--- src/rtl/uart_pkg.sv ---
// rtl/uart_pkg.sv - shared UART TX state, register offset and STATUS bit definitions
// UART_TX_PARITY_EN adds the PARITY state for 8E1 framing.
package uart_pkg;

`ifdef UART_TX_PARITY_EN
  typedef enum logic [2:0] {IDLE, START, DATA, PARITY, STOP} uart_tx_state_e;
`else
  typedef enum logic [2:0] {IDLE, START, DATA, STOP} uart_tx_state_e;
`endif

  localparam logic [1:0] UART_TXDATA = 2'd0;
  localparam logic [1:0] UART_STATUS = 2'd1;
  localparam logic [1:0] UART_DIV    = 2'd2;

  localparam int UART_ST_FULL  = 0;
  localparam int UART_ST_EMPTY = 1;
  localparam int UART_ST_BUSY  = 2;
  localparam int UART_ST_OVF   = 3;

endpackage

--- src/rtl/sync_fifo.sv ---
// rtl/sync_fifo.sv - single-clock FIFO with occupancy counter; push when full and pop when empty are ignored
module sync_fifo #(
  parameter int WIDTH = 8,
  parameter int DEPTH = 8
) (
  input  logic             clk,
  input  logic             rst_n,
  input  logic             push,
  input  logic             pop,
  input  logic [WIDTH-1:0] din,
  output logic [WIDTH-1:0] dout,
  output logic             full,
  output logic             empty
);

  localparam int AW = $clog2(DEPTH);
  localparam logic [AW:0] FULL_CNT = (AW+1)'(DEPTH);

  logic [WIDTH-1:0] mem [DEPTH];
  logic [AW-1:0]    wptr;
  logic [AW-1:0]    rptr;
  logic [AW:0]      count;
  logic             do_push;
  logic             do_pop;

  assign full    = (count == FULL_CNT);
  assign empty   = (count == '0);
  assign do_push = push && !full;
  assign do_pop  = pop && !empty;
  assign dout    = mem[rptr];

  // Power-of-two depth lets the pointers wrap naturally.
  always_ff @(posedge clk or negedge rst_n) begin
    if (!rst_n) begin
      wptr  <= '0;
      rptr  <= '0;
      count <= '0;
    end else begin
      if (do_push) wptr <= wptr + 1'b1;
      if (do_pop)  rptr <= rptr + 1'b1;
      case ({do_push, do_pop})
        2'b10:   count <= count + 1'b1;
        2'b01:   count <= count - 1'b1;
        default: count <= count;
      endcase
    end
  end

  always_ff @(posedge clk) begin
    if (do_push) mem[wptr] <= din;
  end

endmodule

--- src/rtl/uart_tx_mmio.sv ---
// rtl/uart_tx_mmio.sv - memory-mapped UART transmitter: register decode, TX FIFO, bit timer and frame FSM
// Define UART_TX_PARITY_EN for 8E1 frames; default build sends 8N1.
module uart_tx_mmio
  import uart_pkg::*;
#(
  parameter logic [31:0] BASE_ADDR   = 32'h1000_0000,
  parameter int          FIFO_DEPTH  = 8,
  parameter logic [15:0] DEFAULT_DIV = 16'd16
) (
  input  logic        clk,
  input  logic        rst_n,
  input  logic [31:0] addr,
  input  logic        we,
  input  logic [31:0] wd,
  output logic [31:0] rd,
  output logic        sel,
  output logic        txd
);

  uart_tx_state_e state;
  logic [1:0]  off;
  logic        wr;
  logic        push_req;
  logic        pop;
  logic        fifo_full;
  logic        fifo_empty;
  logic [7:0]  fifo_dout;
  logic [15:0] div_reg;
  logic [15:0] div_act;
  logic [15:0] timer;
  logic [7:0]  shreg;
  logic [2:0]  bit_cnt;
  logic        par;
  logic        ovf;
  logic        busy;
  logic        bit_end;
  logic        unused_bits;

  assign off         = addr[3:2];
  assign sel         = (addr[31:4] == BASE_ADDR[31:4]);
  assign wr          = sel && we;
  assign push_req    = wr && (off == UART_TXDATA);
  assign busy        = (state != IDLE);
  assign bit_end     = (timer == 16'd0);
  assign pop         = !fifo_empty && ((state == IDLE) || ((state == STOP) && bit_end));
  assign unused_bits = ^{wd[31:16], addr[1:0]};

  sync_fifo #(.WIDTH(8), .DEPTH(FIFO_DEPTH)) u_fifo (
    .clk   (clk),
    .rst_n (rst_n),
    .push  (push_req),
    .pop   (pop),
    .din   (wd[7:0]),
    .dout  (fifo_dout),
    .full  (fifo_full),
    .empty (fifo_empty)
  );

  always_comb begin
    rd = '0;
    if (sel) begin
      case (off)
        UART_STATUS: begin
          rd[UART_ST_FULL]  = fifo_full;
          rd[UART_ST_EMPTY] = fifo_empty;
          rd[UART_ST_BUSY]  = busy;
          rd[UART_ST_OVF]   = ovf;
        end
        UART_DIV: rd = {16'd0, div_reg};
        default:  rd = '0;
      endcase
    end
  end

  always_ff @(posedge clk or negedge rst_n) begin
    if (!rst_n) begin
      div_reg <= DEFAULT_DIV;
      ovf     <= 1'b0;
    end else begin
      if (wr && (off == UART_DIV))
        div_reg <= (wd[15:0] == 16'd0) ? 16'd1 : wd[15:0];
      // full is sampled before this edge, so a concurrent pop never rescues the push
      if (push_req && fifo_full)
        ovf <= 1'b1;
      else if (wr && (off == UART_STATUS) && wd[UART_ST_OVF])
        ovf <= 1'b0;
    end
  end

  always_ff @(posedge clk or negedge rst_n) begin
    if (!rst_n) begin
      state   <= IDLE;
      txd     <= 1'b1;
      timer   <= '0;
      div_act <= '0;
      shreg   <= '0;
      bit_cnt <= '0;
      par     <= 1'b0;
    end else begin
      case (state)
        IDLE: begin
          if (pop) begin
            state   <= START;
            shreg   <= fifo_dout;
            par     <= ^fifo_dout;
            div_act <= div_reg;
            timer   <= div_reg - 16'd1;
            txd     <= 1'b0;
          end
        end
        START: begin
          if (bit_end) begin
            state   <= DATA;
            txd     <= shreg[0];
            timer   <= div_act - 16'd1;
            bit_cnt <= 3'd0;
          end else begin
            timer <= timer - 16'd1;
          end
        end
        DATA: begin
          if (bit_end) begin
            timer <= div_act - 16'd1;
            if (bit_cnt == 3'd7) begin
`ifdef UART_TX_PARITY_EN
              state <= PARITY;
              txd   <= par;
`else
              state <= STOP;
              txd   <= 1'b1;
`endif
            end else begin
              bit_cnt <= bit_cnt + 3'd1;
              shreg   <= shreg >> 1;
              txd     <= shreg[1];
            end
          end else begin
            timer <= timer - 16'd1;
          end
        end
`ifdef UART_TX_PARITY_EN
        PARITY: begin
          if (bit_end) begin
            state <= STOP;
            txd   <= 1'b1;
            timer <= div_act - 16'd1;
          end else begin
            timer <= timer - 16'd1;
          end
        end
`endif
        STOP: begin
          if (bit_end) begin
            // Chain straight into the next start bit when another byte is waiting.
            if (pop) begin
              state   <= START;
              shreg   <= fifo_dout;
              par     <= ^fifo_dout;
              div_act <= div_reg;
              timer   <= div_reg - 16'd1;
              txd     <= 1'b0;
            end else begin
              state <= IDLE;
            end
          end else begin
            timer <= timer - 16'd1;
          end
        end
        default: begin
          state <= IDLE;
          txd   <= 1'b1;
        end
      endcase
    end
  end

endmodule

--- config.mk ---
export PLATFORM = sky130hd
export DESIGN_NAME = uart_tx_mmio
export DESIGN_NICKNAME = d
export VERILOG_FILES = /design/src/rtl/uart_pkg.sv /design/src/rtl/sync_fifo.sv /design/src/rtl/uart_tx_mmio.sv
export SDC_FILE = /design/constraint.sdc
export NUM_CORES = 1
export LEC_CHECK = 0
export BUFFER_PORTS_ARGS = -buffer_cell sky130_fd_sc_hd__buf_4
export CORE_MARGIN = 10
export CORE_UTILIZATION = 58
export DETAILED_ROUTE_END_ITERATION = 6
export GPL_ROUTABILITY_DRIVEN = 0
export PLACE_DENSITY_LB_ADDON = 0.08
export SETUP_SLACK_MARGIN = 0.02
export SLEW_MARGIN = 30
export SYNTH_ARGS = -nofsm -noshare
export SYNTH_HDL_FRONTEND = slang
export SYNTH_HIERARCHICAL = 1
export SYNTH_SLANG_ARGS = --single-unit
--- constraint.sdc ---
create_clock -name clk -period 4.1 [get_ports clk]
set_clock_uncertainty 0.05 [all_clocks]
set_input_delay 0.205 -clock clk [delete_from_list [all_inputs] [get_ports clk]]
set_output_delay 0.205 -clock clk [all_outputs]
set_load 0.02 [all_outputs]
==> impl_metrics.json <==
{
  "path_class": "reg -> reg",
  "post_cts_buffers": 0,
  "cts.sinks": 137,
  "firstDrtPassIters": 5,
  "track_usage_pct": 20.6,
  "largest_register": "u_fifo/mem",
  "whs_ns": 0.0208,
  "rsz0062_at_grt": "no",
  "setup_viol": 0,
  "coreArea_um2": 12600,
  "synth-edff-count": 64,
  "p_leak_nw": 3.83,
  "hpwlAfterDp_mm": 12.4,
  "slew_violations": 0,
  "vias": 5378,
  "maxCapViolations": 0,
  "hold_path.class": "in -> reg",
  "drt-total-wl_mm": 17.9,
  "grt_max_degree": 74,
  "cts_tree": "done",
  "gr-total-overflow": 0,
  "vdd_drop_max_mv": 0.242,
  "critPathMaxFanout": 9,
  "arrival_ns": 3.81,
  "period_needed_ns": 3.57,
  "fillers": 913,
  "drt-initial-drc-count": 498,
  "switching_share_pct": 27.0,
  "largest_register_ffs": 64,
  "syn_to_final_growth_pct": 17.6,
  "final_layout_size_suffix_gt1_share_pct": 22.9,
  "max_freq_ghz": 0.281,
  "crit_required_ns": 4.34,
  "cellPowerDensity_nw_per_um2": 375,
  "clk_latency_ns": 0.43,
  "wl_met2_mm": 7.93,
  "clkSlewWorstSetupHoldPaths_ns": 0.06,
  "combPwrFrac_pct": 10.5,
  "htree_levels": 4,
  "power.switching_mw": 0.888,
  "grt_pass1_vias": 5543,
  "die-area_um2": 17800,
  "synth_seq_cells": 137,
  "outcome": "finished clean",
  "root_buffer": "clkbuf_16",
  "syn_area_um2": 7460,
  "relSlewSlack_pct": 34.3,
  "p_clk_share_pct": 44.2,
  "p_int_mw": 2.41,
  "ys_dominant_reg_cell": "dfrtp_1",
  "numCtsBuffers": 17,
  "die_h_um": 133,
  "nNetsFinal": 795,
  "endpoint_kind": "register",
  "row_count": 41,
  "viasPerCell": 6.02,
  "routedWlPerCell_um": 20.0,
  "finish.utilization_pct": 69.5,
  "drcViolationCount": 0,
  "synthCells": 625,
  "topRoutingLayerUsed": "met4",
  "yosysSeqAreaShare_pct": 50.3,
  "clock_path_buffers": 2,
  "met1Wirelength_mm": 8.37,
  "floorplan.initialDensity_pct": 59.1,
  "antenna_found_initial": 0,
  "grt_pass1_wl_mm": 29.4,
  "fin_crit_sh_pct": 87.0,
  "yosysWarnings": 6,
  "finalHoldViolCount": 0,
  "cts_resized": 0,
  "worst_slew_pin_slew_ns": 0.986,
  "synth_cell_types": 69,
  "fp.dieW_um": 133,
  "syn_avg_cell_area_um2": 11.9,
  "diodes": 0,
  "tns_ns": 0,
  "wl_met3_mm": 1.40,
  "synth-async-reset-ratio_pct": 53.3,
  "portBuffers": 66,
  "seq_power_share_pct": 45.3,
  "io_pins": 101,
  "drt.antenna.violating_nets": 0,
  "critPathLaunchType": "register"
}
==> metrics by stage <==
step	setup slack [ns]	area, µm²	power [mW]	cells
2_1_floorplan	0.403	7510	1.72	640
3_3_place_gp	0.700	8050	1.84	846
3_5_place_dp	0.540	8050	1.85	846
6_report	0.535	8770	3.29	894
4_1_cts	0.528	8760	3.31	893
5_1_grt	0.260	8770	3.41	894
==> critical path, cell delays in order, from the launching register on <==
cell and delay, ns:
dfrtp_1 0.44, nor4_2 0.55, nand4_4 0.24, o41ai_4 0.31, o41ai_2 0.17, inv_1 0.12
ha_1 0.31, ha_1 0.34, or4b_2 0.64, o311ai_0 0.13, o211ai_1 0.13
==> routing by layer <==
metal  vias up  track usage, %
li1       2512               -
met1      2646            29.6
met2       203            29.1
met3        17            6.47
met4         0            5.62
met5         -               0
==> cell usage after synthesis (all sizes together), types with 4 or more instances <==
| cell | instances | share of area [%] |
|---|---|---|
| mux4 | 16 | 5.6 |
| nor3 | 24 | 1.6 |
| nand2 | 38 | 1.9 |
| and3 | 15 | 1.3 |
| nor4 | 18 | 1.9 |
| a211oi | 7 | 0.70 |
| o21ai | 24 | 1.8 |
| a211o | 6 | 0.70 |
| mux2i | 4 | 0.54 |
| nand3b | 4 | 0.40 |
| a21oi | 18 | 1.2 |
| nor2b | 4 | 0.34 |
| or4 | 7 | 0.70 |
| mux2 | 41 | 6.5 |
| dfrtp | 71 | 24 |
| buf | 26 | 2.6 |
| or3 | 6 | 0.50 |
| o22ai | 9 | 0.75 |
| a22oi | 7 | 0.70 |
| ha | 18 | 3.0 |
| inv | 19 | 0.96 |
| edfxtp | 64 | 26 |
| nand4 | 4 | 0.54 |
| a22o | 9 | 1.1 |
| clkbuf | 16 | 0.82 |
| xnor2 | 24 | 2.8 |
| nor3b | 6 | 0.60 |
| xor2 | 16 | 1.9 |
| nor2 | 51 | 2.6 |
| nand3 | 10 | 0.67 |
==> area by class of cell <==
cell class	instances	area [µm²]	share of cell area [%]
clock buffers	18	429	4.89
clock inverters	14	131	1.50
inverters	20	75.1	0.856
multi-input cells	441	3440	39.2
flip-flops and latches	137	3750	42.7
well taps	172	215	2.45
repair buffers	92	734	8.37
==> cell families (layout without fill, tap and decap cells) <==
logic type	after synthesis	in the layout	synth area share [%]
flops	137	137	50.3
xor+xnor	40	40	4.70
mux	61	61	12.7
fa+ha+maj	19	19	3.29
other cells	1	16	0.0503
buf+inv	62	144	4.45
compound gates	107	107	10.3
simple gates	198	198	14.2
==> placed cells by master, fill, tap and decap left out, types with 7 or more instances in the layout <==
cell type,synthesis,routed
inv_1,19,19
o22ai_1,9,9
a22oi_1,7,7
mux2_2,35,35
a211oi_1,7,7
xor2_1,16,16
nor2_1,51,51
a22o_1,9,9
nand3_1,10,10
nor4_1,15,14
o21ai_0,23,23
and3_1,15,15
ha_1,18,18
nand2_1,37,37
clkbuf_16,0,17
nor3_1,24,24
mux4_1,16,16
conb_1,1,16
dfrtp_1,71,71
dlygate4sd3_1,0,16
buf_4,16,75
or4_1,7,7
a21oi_1,18,18
edfxtp_1,64,64
xnor2_1,24,24
==> power groups by stage <==
stage	sequential (mW)	clock [mW]	combinational (mW)
after floorplan	1.52	0	0.205
after global placement	1.52	0	0.317
after detailed placement	1.52	0	0.327
after CTS	1.49	1.47	0.340
after global routing	1.50	1.54	0.380
final	1.49	1.46	0.345
==> path summary, 6_finish.rpt <==
| path | slack, ns | from | end | cells past startpoint |
|---|---|---|---|---|
| setup / recovery | 0.53 | timer[8]$_DFFE_PN0P_ | u_fifo/count[3]$_DFFE_PN0P_ | 10 |
| hold / removal | 0.02 | wd[1] | u_fifo/mem[3][1]$_DFFE_PP_ | 1 |
| setup reg to reg | 0.53 | timer[8]$_DFFE_PN0P_ | u_fifo/count[3]$_DFFE_PN0P_ | 10 |
| hold reg to reg | 0.46 | shreg[0]$_DFFE_PN0P_ | shreg[0]$_DFFE_PN0P_ | 2 |
| max in group asynchronous | 3.19 | rst_n | div_reg[5]$_DFFE_PN0P_ | 2 |
| min in group asynchronous | 0.30 | rst_n | u_fifo/count[3]$_DFFE_PN0P_ | 2 |
==> what timing repair did <==
action                                  CTS  global route
hold buffers                             15             1
hold endpoints to repair                127             8
endpoints found under the setup margin    0             0
(Power assumes the default switching activity.)
